### config.mk
export PLATFORM = sky130hd
export DESIGN_NAME = mem_port_arbiter_flat
export DESIGN_NICKNAME = d
export VERILOG_FILES = /design/src/rtl/mem_port_arbiter_if.sv /design/src/rtl/mem_port_arbiter.sv /design/src/flat_wrapper.sv
export SDC_FILE = /design/constraint.sdc
export NUM_CORES = 1
export LEC_CHECK = 0
export CORE_MARGIN = 5
export CORE_UTILIZATION = 62
export CTS_CLUSTER_SIZE = 40
export DETAILED_ROUTE_END_ITERATION = 12
export DONT_BUFFER_PORTS = 1
export GPL_TIMING_DRIVEN = 0
export PLACE_DENSITY = 0.78
export SLEW_MARGIN = 20
export SYNTH_ARGS = -nofsm -noshare
export SYNTH_HDL_FRONTEND = slang
export SYNTH_SLANG_ARGS = --single-unit
### constraint.sdc
create_clock -name clock -period 3.45 [get_ports clock]
set_clock_uncertainty 0.15 [all_clocks]
set_input_delay 0.69 -clock clock [delete_from_list [all_inputs] [get_ports clock]]
set_output_delay 0.69 -clock clock [all_outputs]
set_load 0.05 [all_outputs]
### src/rtl/mem_port_arbiter_if.sv
// Requester-side bundle for mem_port_arbiter: one req/ack handshake with
// its command fields (we, addr, wdata) and the returned read data.
// The requester uses the master modport and the arbiter the slave modport.
interface mem_port_arbiter_if #(
  parameter int ADDR_WIDTH = 16,
  parameter int DATA_WIDTH = 16
);
  logic                  req;
  logic                  we;
  logic [ADDR_WIDTH-1:0] addr;
  logic [DATA_WIDTH-1:0] wdata;
  logic                  ack;
  logic [DATA_WIDTH-1:0] rdata;

  modport master (output req, we, addr, wdata, input ack, rdata);
  modport slave  (input req, we, addr, wdata, output ack, rdata);
endinterface

### src/rtl/mem_port_arbiter.sv
// mem_port_arbiter: shares one single-port synchronous Memory between the
// CPU and an external requester (loader/debug). One transaction is in
// flight at a time: IDLE -> ISSUE -> (WAIT x READ_LATENCY) -> DONE.
// Every output is registered; each register is loaded from the value the
// next-state logic computes for the coming cycle.
// Optional macro MEM_ARB_ROUND_ROBIN_EN: on simultaneous requests the
// requester not granted last wins (CPU wins the first tie). Without it the
// CPU always wins a tie.
module mem_port_arbiter #(
  parameter int ADDR_WIDTH   = 16,
  parameter int DATA_WIDTH   = 16,
  parameter int READ_LATENCY = 1
) (
  input  logic                  clock,
  input  logic                  reset,
  mem_port_arbiter_if.slave     cpu,
  mem_port_arbiter_if.slave     ext,
  output logic [ADDR_WIDTH-1:0] mem_address,
  output logic [DATA_WIDTH-1:0] mem_data,
  output logic                  mem_wren,
  input  logic [DATA_WIDTH-1:0] mem_q,
  output logic                  busy,
  output logic                  grant_ext
);

  typedef enum logic [1:0] {IDLE, ISSUE, WAIT, DONE} state_t;

  state_t                state, state_n;
  logic [2:0]            wait_cnt, wait_cnt_n;
  logic                  lat_we, lat_we_n;
  logic [ADDR_WIDTH-1:0] lat_addr, lat_addr_n;
  logic [DATA_WIDTH-1:0] lat_wdata, lat_wdata_n;
  logic                  pick_ext;
  logic                  grant_ext_n;
  logic                  cpu_ack_n, ext_ack_n;
  logic [DATA_WIDTH-1:0] cpu_rdata_n, ext_rdata_n;
  logic [ADDR_WIDTH-1:0] mem_address_n;
  logic [DATA_WIDTH-1:0] mem_data_n;
  logic                  mem_wren_n;
  logic                  busy_n;

`ifdef MEM_ARB_ROUND_ROBIN_EN
  logic                  last_ext, last_ext_n;

  // Tie-break: on a tie the requester that was not granted last wins.
  always_comb begin
    pick_ext = ext.req && (!cpu.req || !last_ext);
  end
`else
  // Tie-break: fixed priority, ext only wins when the CPU is not asking.
  always_comb begin
    pick_ext = ext.req && !cpu.req;
  end
`endif

  // Next-state logic and next values of every registered output.
  always_comb begin
    state_n     = state;
    wait_cnt_n  = wait_cnt;
    lat_we_n    = lat_we;
    lat_addr_n  = lat_addr;
    lat_wdata_n = lat_wdata;
    grant_ext_n = grant_ext;
    cpu_rdata_n = cpu.rdata;
    ext_rdata_n = ext.rdata;
`ifdef MEM_ARB_ROUND_ROBIN_EN
    last_ext_n  = last_ext;
`endif

    case (state)
      IDLE: begin
        if (cpu.req || ext.req) begin
          grant_ext_n = pick_ext;
          lat_we_n    = pick_ext ? ext.we    : cpu.we;
          lat_addr_n  = pick_ext ? ext.addr  : cpu.addr;
          lat_wdata_n = pick_ext ? ext.wdata : cpu.wdata;
`ifdef MEM_ARB_ROUND_ROBIN_EN
          last_ext_n  = pick_ext;
`endif
          state_n     = ISSUE;
        end
      end
      ISSUE: begin
        if (lat_we) begin
          state_n = DONE;
        end else begin
          wait_cnt_n = 3'(READ_LATENCY);
          state_n    = WAIT;
        end
      end
      WAIT: begin
        wait_cnt_n = wait_cnt - 3'd1;
        if (wait_cnt == 3'd1) begin
          if (grant_ext) begin
            ext_rdata_n = mem_q;
          end else begin
            cpu_rdata_n = mem_q;
          end
          state_n = DONE;
        end
      end
      DONE: begin
        state_n = IDLE;
      end
      default: begin
        state_n = IDLE;
      end
    endcase

    mem_address_n = ((state_n == ISSUE) || (state_n == WAIT)) ? lat_addr_n : '0;
    mem_wren_n    = (state_n == ISSUE) && lat_we_n;
    mem_data_n    = mem_wren_n ? lat_wdata_n : '0;
    cpu_ack_n     = (state_n == DONE) && !grant_ext_n;
    ext_ack_n     = (state_n == DONE) && grant_ext_n;
    busy_n        = (state_n != IDLE);
  end

  // State, latched command and all registered outputs; synchronous reset
  // abandons any transaction in flight without an ack.
  always_ff @(posedge clock) begin
    if (reset) begin
      state       <= IDLE;
      wait_cnt    <= '0;
      lat_we      <= 1'b0;
      lat_addr    <= '0;
      lat_wdata   <= '0;
      grant_ext   <= 1'b0;
      cpu.ack     <= 1'b0;
      ext.ack     <= 1'b0;
      cpu.rdata   <= '0;
      ext.rdata   <= '0;
      mem_address <= '0;
      mem_data    <= '0;
      mem_wren    <= 1'b0;
      busy        <= 1'b0;
    end else begin
      state       <= state_n;
      wait_cnt    <= wait_cnt_n;
      lat_we      <= lat_we_n;
      lat_addr    <= lat_addr_n;
      lat_wdata   <= lat_wdata_n;
      grant_ext   <= grant_ext_n;
      cpu.ack     <= cpu_ack_n;
      ext.ack     <= ext_ack_n;
      cpu.rdata   <= cpu_rdata_n;
      ext.rdata   <= ext_rdata_n;
      mem_address <= mem_address_n;
      mem_data    <= mem_data_n;
      mem_wren    <= mem_wren_n;
      busy        <= busy_n;
    end
  end

`ifdef MEM_ARB_ROUND_ROBIN_EN
  // Last-grant flag starts at ext so the CPU takes the first tie.
  always_ff @(posedge clock) begin
    if (reset) begin
      last_ext <= 1'b1;
    end else begin
      last_ext <= last_ext_n;
    end
  end
`endif

endmodule

### src/flat_wrapper.sv
// flat-port wrapper written by rule: the top's interface ports become plain ports
module mem_port_arbiter_flat 
#(
  parameter int ADDR_WIDTH   = 16,
  parameter int DATA_WIDTH   = 16,
  parameter int READ_LATENCY = 1
)
  (clock, reset, mem_address, mem_data, mem_wren, mem_q, busy, grant_ext, cpu_req, cpu_we, cpu_addr, cpu_wdata, cpu_ack, cpu_rdata, ext_req, ext_we, ext_addr, ext_wdata, ext_ack, ext_rdata);
  mem_port_arbiter_if #(.ADDR_WIDTH(ADDR_WIDTH), .DATA_WIDTH(DATA_WIDTH)) cpu_i ();
  mem_port_arbiter_if #(.ADDR_WIDTH(ADDR_WIDTH), .DATA_WIDTH(DATA_WIDTH)) ext_i ();
  input  logic clock;
  input  logic reset;
  output logic [ADDR_WIDTH-1:0] mem_address;
  output logic [DATA_WIDTH-1:0] mem_data;
  output logic mem_wren;
  input  logic [DATA_WIDTH-1:0] mem_q;
  output logic busy;
  output logic grant_ext;
  input wire logic [$bits(cpu_i.req)-1:0] cpu_req;
  input wire logic [$bits(cpu_i.we)-1:0] cpu_we;
  input wire logic [$bits(cpu_i.addr)-1:0] cpu_addr;
  input wire logic [$bits(cpu_i.wdata)-1:0] cpu_wdata;
  output wire logic [$bits(cpu_i.ack)-1:0] cpu_ack;
  output wire logic [$bits(cpu_i.rdata)-1:0] cpu_rdata;
  input wire logic [$bits(ext_i.req)-1:0] ext_req;
  input wire logic [$bits(ext_i.we)-1:0] ext_we;
  input wire logic [$bits(ext_i.addr)-1:0] ext_addr;
  input wire logic [$bits(ext_i.wdata)-1:0] ext_wdata;
  output wire logic [$bits(ext_i.ack)-1:0] ext_ack;
  output wire logic [$bits(ext_i.rdata)-1:0] ext_rdata;
  assign cpu_i.req = cpu_req;
  assign cpu_i.we = cpu_we;
  assign cpu_i.addr = cpu_addr;
  assign cpu_i.wdata = cpu_wdata;
  assign cpu_ack = cpu_i.ack;
  assign cpu_rdata = cpu_i.rdata;
  assign ext_i.req = ext_req;
  assign ext_i.we = ext_we;
  assign ext_i.addr = ext_addr;
  assign ext_i.wdata = ext_wdata;
  assign ext_ack = ext_i.ack;
  assign ext_rdata = ext_i.rdata;
  mem_port_arbiter #(.ADDR_WIDTH(ADDR_WIDTH), .DATA_WIDTH(DATA_WIDTH), .READ_LATENCY(READ_LATENCY)) u_core (.clock(clock), .reset(reset), .cpu(cpu_i), .ext(ext_i), .mem_address(mem_address), .mem_data(mem_data), .mem_wren(mem_wren), .mem_q(mem_q), .busy(busy), .grant_ext(grant_ext));
endmodule
==> results by group, run 1 <==
Yosys
  – Commonest cells post-synth: 107 x dfxtp_1, 67 x nand2_1, 50 x a21oi_1
  – Seq cells post-synth: around 110
  – Cells taking the most area after synthesis: dfxtp_1 48%, nand2_1 5.6%, a21oi_1 5.6%, nor4_2 4.8%, nor3_1 3.8%
  – Cell variety after synth: 41
  – Syn_nets: around 570
  – Number of synthesized flops with an enable pin: 0
  – Post-synth top area share: 0.4809
  – Async set-reset flop share out of synthesis: 0
  – Seq/Total Area, Yosys: 0.4809
  – Ys flop type: dfxtp_1
  – Post-synthesis instance total: about 480
  – Post-synth top area cell: dfxtp_1
  – Mean Syn Cell Area: about 9.3 sq um
  – Syn Std Cell Area: about 4500 sq um
  – Ys Warns: 0
  – Most frequent cell after synthesis: dfxtp_1

STA
  – Period minus WS final: between 3000 and 4000 ps
  – Relative slew slack: 0.5567
  – Fin. max-slew vios: 0
  – WHS: 304.4 ps
  – RSZ-0062 raised after global routing: no
  – Fmax: ~0.33 GHz
  – Setup TNS: 0 ps
  – Final period util: 0.8756
  – Final setup violating endpoints: 0
  – Final Hold Vio Count: 0
  – Worst setup margin: between 400 and 500 ps
  – Slew of the pin with the lowest slew margin: 664.1 ps

Routing
  – Post-route ant nets: 0
  – Total wire length: between 10 and 15 mm
  – Initial DRC Count: between 150 and 200
  – Wire length per cell: about 18 microns
  – Router iterations before antenna repair: 5
  – DRC Markers: 0
  – Post-detailed-route via-to-cell ratio: about 6.0
  – DR vias: ~3500

Worst setup path
  – Critical path class: reg2reg
  – R2R depth: 11
  – Critical Path AT: around 3100 ps
  – Worst setup SP type: register
  – Crit path to: u_core.mem_address[14]$_SDFF_PP0_
  – Crit end category: register
  – Critical Path RT: approximately 3600 ps
  – CP max FO: 10
  – R2r endpoint: u_core.mem_address[14]$_SDFF_PP0_
  – Critical R2R Launch: u_core.state[0]$_SDFF_PP0_
  – Flop2flop setup slack: between 400 and 500 ps
  – Crit path launch: u_core.state[0]$_SDFF_PP0_

Die
  – Die area: ~9000 sq um
  – Rows: 31
  – Initial core utilization: 0.6241
  – Io pins: 155
  – Die height: 94.76 microns
  – Core area: just over 7000 sq um
  – DIE WIDTH: 94.76 microns

Clocking
  – Cts bufs inserted: 9
  – Clock insertion delay at the later pin of the skew report: about 360 ps
  – Cts hold-fix bufs: 0
  – PostCTS Resize Cnt: 0
  – Clock buffer depth: 2
  – CTS tree: yes
  – Setup repair bufs after CTS: 0
  – CTS clk-pin slew, worst paths: ~100 ps
  – CTS sink count: 107
  – Clock Tree Root: clkbuf_8
  – H-tree Lvls: 3

Finish
  – Core Util, Final: 0.6664
  – Non-filler instance count after layout: 593
  – Area grow syn2layout: 6.770%
  – Final Instance Area: 4756 sq um
  – ANT cells: 0
  – Share of layout cells above drive strength 1: 0.1802
  – Fin nets: around 580

GRT
  – Total Routing Usage GR: 0.2360
  – First-pass GRT wire length: between 15 and 20 mm
  – Initial antenna violation count: 0
  – Pin count of the biggest net entering global routing: 18
  – Grt ovf: 0
  – Vias in the first global route: approximately 3600

Pwr
  – Pwr Total: between 4 and 5 mW
  – Pwr dens: 908.9 nW/um^2
  – Peak supply drop: between 0.3 and 0.4 mV
  – Leak pwr: ~1.7 nW

Placed design
  – DP Worst Slack: about 460 ps
  – Area after DPL: approximately 4600 sq um
  – Port Buffer Count: 0
  – Placer congestion estimate: 0.8399
  – Dpl hpwl: slightly above 8 mm
  – Placed Cells: a little under 600

Job
  – Max-cap viol count: 0

Status
  – Status: finished, final reports clean

Min path
  – Worst hold path type: in2reg
  – Critical hold path startpoint: mem_q[10]
critical path: stages (launching register included):
cell and delay, ps:
dfxtp_1 400, inv_1 100, ha_1 200, buf_4 170
and3b_1 170, nor4_1 380, nor3_1 160, ha_1 320
or2_2 270, buf_2 170, buf_2 200, nor3_1 250
layout make-up:
| class | instances | area [sq um] |
|---|---|---|
| fillers | 608 | 2381 |
| flip-flops and latches | 107 | 2142 |
| multi-input cells | 325 | 2037 |
| plain buffers | 39 | 249.0 |
| clock buffers | 12 | 145.1 |
| well taps | 99 | 123.9 |
| clock inverters | 4 | 32.53 |
| inverters | 7 | 26.28 |
sequential cells by signal, summed over array words and instances, names as in the netlist:
| name | cells |
|---|---|
| u_core.busy | 1 |
| u_core.lat_addr | 16 |
| u_core.lat_we | 1 |
| u_core.grant_ext | 1 |
| u_core.ext.rdata | 16 |
| u_core.cpu.ack | 1 |
| u_core.wait_cnt | 3 |
| u_core.mem_data | 16 |
| u_core.lat_wdata | 16 |
| u_core.cpu.rdata | 16 |
| u_core.mem_address | 16 |
| u_core.state | 2 |
| u_core.ext.ack | 1 |
| u_core.mem_wren | 1 |
how the worst min path moves through the flow:
stage	endpoint	slack, ps	cells past startpoint
final	u_core.ext.rdata[10]$_SDFFE_PP0P_	300	2
after global routing	u_core.cpu.rdata[7]$_SDFFE_PP0P_	280	2
after global placement	u_core.wait_cnt[1]$_SDFFE_PP0P_	310	2
after CTS	u_core.cpu.rdata[12]$_SDFFE_PP0P_	290	2
after detailed placement	u_core.wait_cnt[1]$_SDFFE_PP0P_	320	2
after floorplan	u_core.wait_cnt[1]$_SDFFE_PP0P_	300	2
logic make-up after synthesis:
family / share of synthesized area
adder cells (fa/ha/maj): 0.02528
flip-flops: 0.4809
AND/OR/NAND/NOR: 0.2854
AO/OA/AOI/OAI: 0.1466
buffers and inverters: 0.06180
cell usage in the layout, fill, tap and decap left out, types with 2 or more instances in the layout:
| master | n |
|---|---|
| clkbuf_2 | 3 |
| and3b_1 | 2 |
| clkbuf_1 | 15 |
| nor2b_1 | 4 |
| o22ai_1 | 16 |
| inv_6 | 2 |
| dfxtp_1 | 107 |
| nor4_2 | 17 |
| nor3_1 | 34 |
| o21ai_0 | 3 |
| nor2_1 | 37 |
| clkbuf_8 | 10 |
| nand2_1 | 67 |
| or2_2 | 17 |
| inv_1 | 6 |
| clkinvlp_4 | 2 |
| o32ai_2 | 10 |
| nand3b_1 | 18 |
| buf_6 | 7 |
| buf_2 | 9 |
| nand2b_1 | 2 |
| buf_4 | 5 |
| a21oi_1 | 50 |
| o32ai_1 | 6 |
| nand4bb_1 | 2 |
| ha_1 | 9 |
| nor4_1 | 17 |
routing by layer:
metal  global-route usage  wire [microns]  up-vias  share of wire
li1                     -               -     1712              -
met1               0.2673            4273     1675           0.39
met2               0.4093            5373      135           0.50
met3              0.08685            1081       10           0.10
met4              0.07813             119        0          0.011
met5                    0               0        -              0
where the power goes:
group	switching (mW)	internal (mW)	total (mW)
logic	0.960	0.605	1.57
registers	0.536	1.51	2.05
clock network	0.420	0.289	0.708
total	1.92	2.41	4.32
Power figures use the tool's default switching activity.
==> run 2: changes to the inputs <==
CORE_MARGIN = unset   (was 5)
==> results by group, run 2 (synthesis results as in run 1) <==
Status
  – Status: finished, final reports clean

Routing
  – Initial DRC Count: between 100 and 150
  – DRC Markers: 0
  – DR vias: approximately 3600
  – Router iterations before antenna repair: 4
  – Wire length per cell: roughly 18 microns
  – Post-route ant nets: 0
  – Total wire length: 10.33 mm
  – Post-detailed-route via-to-cell ratio: between 6 and 7

GRT
  – Initial antenna violation count: 0
  – First-pass GRT wire length: 16.07 mm
  – Pin count of the biggest net entering global routing: 20
  – Vias in the first global route: ~3400
  – Total Routing Usage GR: 0.2733
  – Grt ovf: 0

Placed design
  – DP Worst Slack: about 450 ps
  – Dpl hpwl: 7.550 mm
  – Port Buffer Count: 0
  – Placed Cells: 574
  – Placer congestion estimate: 0.8068

Worst setup path
  – CP max FO: 10
  – Crit end category: register
  – Critical Path RT: approximately 3600 ps
  – Critical Path AT: roughly 3100 ps
  – Worst setup SP type: register
  – Critical path class: reg2reg

Finish
  – Filler cell count: around 540
  – ANT cells: 0
  – FF/Latch Area: around 2100 sq um
  – Fin nets: 584
  – Commonest non-fill, non-tap cells in the layout: 107 x dfxtp_1, 67 x nand2_1, 50 x a21oi_1
  – Commonest non-fill, non-tap cell in the layout: dfxtp_1
  – Share of layout cells above drive strength 1: 0.1842
  – Area taken by multi-input logic gates: between 2000 and 2500 sq um
  – Area grow syn2layout: 7.303%
  – Non-filler instance count after layout: 590

STA
  – Final Hold Vio Count: 0
  – Period minus WS final: roughly 3000 ps
  – Relative slew slack: 0.5590
  – Setup TNS: 0 ps
  – Final period util: 0.8689
  – Slew of the pin with the lowest slew margin: about 660 ps
  – Fmax: 0.3336 GHz
  – Worst setup margin: about 450 ps
  – RSZ-0062 raised after global routing: no
  – WHS: 293.0 ps
  – Fin. max-slew vios: 0
  – Final setup violating endpoints: 0

Clocking
  – CTS sink count: about 110
  – H-tree Lvls: 3
  – Setup repair bufs after CTS: 0
  – PostCTS Resize Cnt: 0
  – Cts bufs inserted: 9
  – CTS clk-pin slew, worst paths: roughly 110 ps
  – Clock buffer depth: 2
  – CTS tree: yes
  – Cts hold-fix bufs: 0
  – Clock insertion delay at the later pin of the skew report: about 370 ps
  – Clock Tree Root: clkbuf_8

Pwr
  – Pwr Total: 4.400 mW
  – Pwr dens: just over 900 nW/um^2
  – Peak supply drop: around 0.43 mV
  – Leak pwr: about 1.7 nW

Die
  – Die area: roughly 7500 sq um
  – DIE WIDTH: roughly 87 microns
  – Die height: approximately 87 microns
  – Core area: 6869 sq um
  – Io pins: between 150 and 200
  – Rows: 30
  – Initial core utilization: 0.6485

Job
  – Max-cap viol count: 0

Min path
  – Worst hold path type: in2reg
==> run 2: changes by cell type in the layout (fill, tap and decap cells not counted) <==
cell and change:
clkinvlp_4 -2, inv_6 +1, inv_8 +1, clkbuf_1 -2, clkinv_2 +1, clkinv_4 +1
clkbuf_8 -1, bufinv_16 +1
==> run 2: where the power goes <==
group	internal, mW	switching [mW]
clock	0.349	0.439
sequential	1.51	0.532
combinational	0.605	0.963
==> run 2: layout make-up <==
class                   count  share of cell area
plain buffers              39             0.05209
clock buffers               9             0.02592
clock inverters             7             0.01702
inverters                   7            0.005497
multi-input cells         325              0.4262
flip-flops and latches    107              0.4482
well taps                  96             0.02513
==> run 2: worst max-delay path: stages (launching register included) <==
cell and delay [ps]:
dfxtp_1 410, inv_1 110, ha_1 210, buf_4 170
and3b_1 170, nor4_1 370, nor3_1 160, ha_1 320
or2_2 270, buf_2 170, buf_2 210, nor3_1 210
==> run 2: final timing paths <==
check	start	depth (start not counted)	slack [ps]	end
worst min-delay path	mem_q[0]	2	290	u_core.ext.rdata[0]$_SDFFE_PP0P_
worst max register to register	u_core.state[0]$_SDFF_PP0_	11	450	u_core.mem_address[0]$_SDFF_PP0_
worst min register to register	u_core.wait_cnt[1]$_SDFFE_PP0P_	2	330	u_core.wait_cnt[1]$_SDFFE_PP0P_
worst max-delay path	u_core.state[0]$_SDFF_PP0_	11	450	u_core.mem_address[0]$_SDFF_PP0_
==> run 2: per-stage QoR <==
step           area, sq um  utilization
2_1_floorplan         4454            -
3_3_place_gp          4574       0.6659
3_5_place_dp          4574       0.6659
4_1_cts               4780       0.6958
5_1_grt               4780       0.6958
6_report              4780       0.6958
==> run 2: per-layer routing <==
metal / share of wire / routed length (microns) / track usage
met5: 0 / 0 / 0
met4: 0.013 / 135 / 0.06818
met3: 0.081 / 840 / 0.08571
met2: 0.49 / 5048 / 0.4639
met1: 0.42 / 4308 / 0.3377
==> run 3: changes to the inputs <==
SETUP_SLACK_MARGIN = 0.2   (was unset)
==> results by group, run 3 (synthesis results as in run 1) <==
Finish
  – Filler cell count: 536
  – Non-filler instance count after layout: between 500 and 600
  – Commonest non-fill, non-tap cells in the layout: 107 x dfxtp_1, 67 x nand2_1, 50 x a21oi_1
  – Area grow syn2layout: 7.444%
  – Share of layout cells above drive strength 1: 0.1862
  – Fin nets: 584
  – Commonest non-fill, non-tap cell in the layout: dfxtp_1
  – ANT cells: 0
  – Core Util, Final: 0.6967
  – Final Instance Area: approximately 4800 sq um

Worst setup path
  – Critical R2R Launch: u_core.state[0]$_SDFF_PP0_
  – Worst path top cell family by delay: simple AND/OR/NAND/NOR gates
  – Slowest cell delay on critical path: roughly 430 ps
  – Critical path cell sequence: inv_1, ha_1, buf_4, and3b_1, nor4_2, nor3_1, ha_1, or2_2, buf_2, buf_2, nor3_1
  – CP max FO: 10
  – Critical path class: reg2reg
  – Slowest CP cell: dfxtp_1
  – Critical Path AT: 3050 ps
  – Flop2flop setup slack: 520 ps
  – R2R depth: 11
  – Critical Path RT: 3580 ps
  – R2r endpoint: u_core.mem_address[0]$_SDFF_PP0_
  – Worst setup SP type: register
  – Worst path bufs/invs: 4
  – Crit end category: register

Clocking
  – Cts bufs inserted: 9
  – H-tree Lvls: 3
  – Clock buffer depth: 2
  – Setup repair bufs after CTS: 0
  – CTS clk-pin slew, worst paths: 110 ps
  – CTS tree: yes
  – PostCTS Resize Cnt: 0
  – Clock insertion delay at the later pin of the skew report: approximately 370 ps
  – Cts hold-fix bufs: 0
  – Clock Tree Root: clkbuf_8
  – CTS sink count: between 100 and 150

Pwr
  – Flop pwr share: 0.464
  – Sw Ratio: 0.4392
  – Internal: between 2 and 2.5 mW
  – Power share of the clock group: 0.178
  – Combinational Power Share: 0.358
  – Switching pwr: ~1.9 mW
  – Peak supply drop: between 0.4 and 0.5 mV
  – Pwr dens: ~900 nW/um^2
  – Leak pwr: 1.685 nW

Job
  – Max-cap viol count: 0

GRT
  – Initial antenna violation count: 0
  – Total Routing Usage GR: 0.2733
  – First-pass GRT wire length: ~16 mm
  – Grt ovf: 0
  – Vias in the first global route: ~3400
  – Pin count of the biggest net entering global routing: 20

Min path
  – Worst Hold Path EP: u_core.ext.rdata[0]$_SDFFE_PP0P_
  – Worst hold path depth: 2
  – Worst hold path type: in2reg
  – Critical hold path startpoint: mem_q[0]

Die
  – Die area: about 7500 sq um
  – DIE WIDTH: approximately 87 microns
  – Core area: roughly 6900 sq um
  – Die height: 86.76 microns
  – Io pins: 155
  – Initial core utilization: 0.6485
  – Rows: 30

STA
  – Final period util: 0.8479
  – Final Hold Vio Count: 0
  – RSZ-0062 raised after global routing: no
  – Worst setup margin: approximately 520 ps
  – Setup TNS: 0 ps
  – Relative slew slack: 0.5637
  – Period minus WS final: approximately 2900 ps
  – Fin. max-slew vios: 0
  – Slew of the pin with the lowest slew margin: 653.6 ps
  – Final setup violating endpoints: 0
  – Fmax: 0.3418 GHz

Routing
  – DR vias: roughly 3600
  – Metal3 WL: ~800 microns
  – DRC Markers: 0
  – Max layer used: met4
  – M1 wire length: around 4.3 mm
  – Initial DRC Count: around 140
  – Router iterations before antenna repair: 4
  – Wire length per cell: around 18 microns
  – Post-route ant nets: 0
  – Post-detailed-route via-to-cell ratio: between 6 and 7
  – Total wire length: 10.33 mm
  – Met2 routed WL: between 5 and 6 mm

Placed design
  – Dpl hpwl: 7.550 mm
  – DP Worst Slack: between 400 and 500 ps
  – Port Buffer Count: 0
  – Placed Cells: approximately 570
  – Area after DPL: approximately 4600 sq um
  – Placer congestion estimate: ~0.8

Status
  – Status: finished, final reports clean
## run 3: layout make-up
cell class / count / area, sq um / share of cell area
Sequential cell: 107 / 2142 / 0.4476
Multi-Input combinational cell: 325 / 2043 / 0.4269
Buffer: 39 / 249.0 / 0.05203
Clock buffer: 9 / 123.9 / 0.02588
Tap cell: 96 / 120.1 / 0.02510
Clock inverter: 7 / 81.33 / 0.01699
Inverter: 7 / 26.28 / 0.005490
## run 3: metal layers
layer | vias up | global-route usage
met2 | 123 | 0.4639
li1 | 1715 | -
met1 | 1712 | 0.3377
met3 | 11 | 0.08571
met4 | 0 | 0.06818
met5 | - | 0
## run 3: how the worst max path moves through the flow
stage	start	endpoint	slack, ps	cells past startpoint
after floorplan	ext_req	u_core.mem_address[0]$_SDFF_PP0_	760	10
after global placement	ext_req	u_core.mem_address[2]$_SDFF_PP0_	570	10
after detailed placement	u_core.state[0]$_SDFF_PP0_	u_core.mem_address[0]$_SDFF_PP0_	450	11
after CTS	u_core.state[0]$_SDFF_PP0_	u_core.mem_address[0]$_SDFF_PP0_	430	11
after global routing	u_core.state[0]$_SDFF_PP0_	u_core.mem_address[3]$_SDFF_PP0_	310	11
final	u_core.state[0]$_SDFF_PP0_	u_core.mem_address[0]$_SDFF_PP0_	520	11
## run 3: through the flow
stage               hold slack, ps  total power [mW]
CTS                          283.8             4.410
detailed placement           320.7             3.634
floorplan                    299.6             3.267
finish                       293.7             4.406
global route                 274.5             4.671
global placement             318.0             3.544
## run 3: power by group through the flow
stage	Clock, mW	Combinational, mW	Sequential, mW
CTS	0.799	1.57	2.04
global route	0.858	1.74	2.07
finish	0.785	1.58	2.04
detailed placement	0	1.56	2.07
global placement	0	1.48	2.06
floorplan	0	1.24	2.03
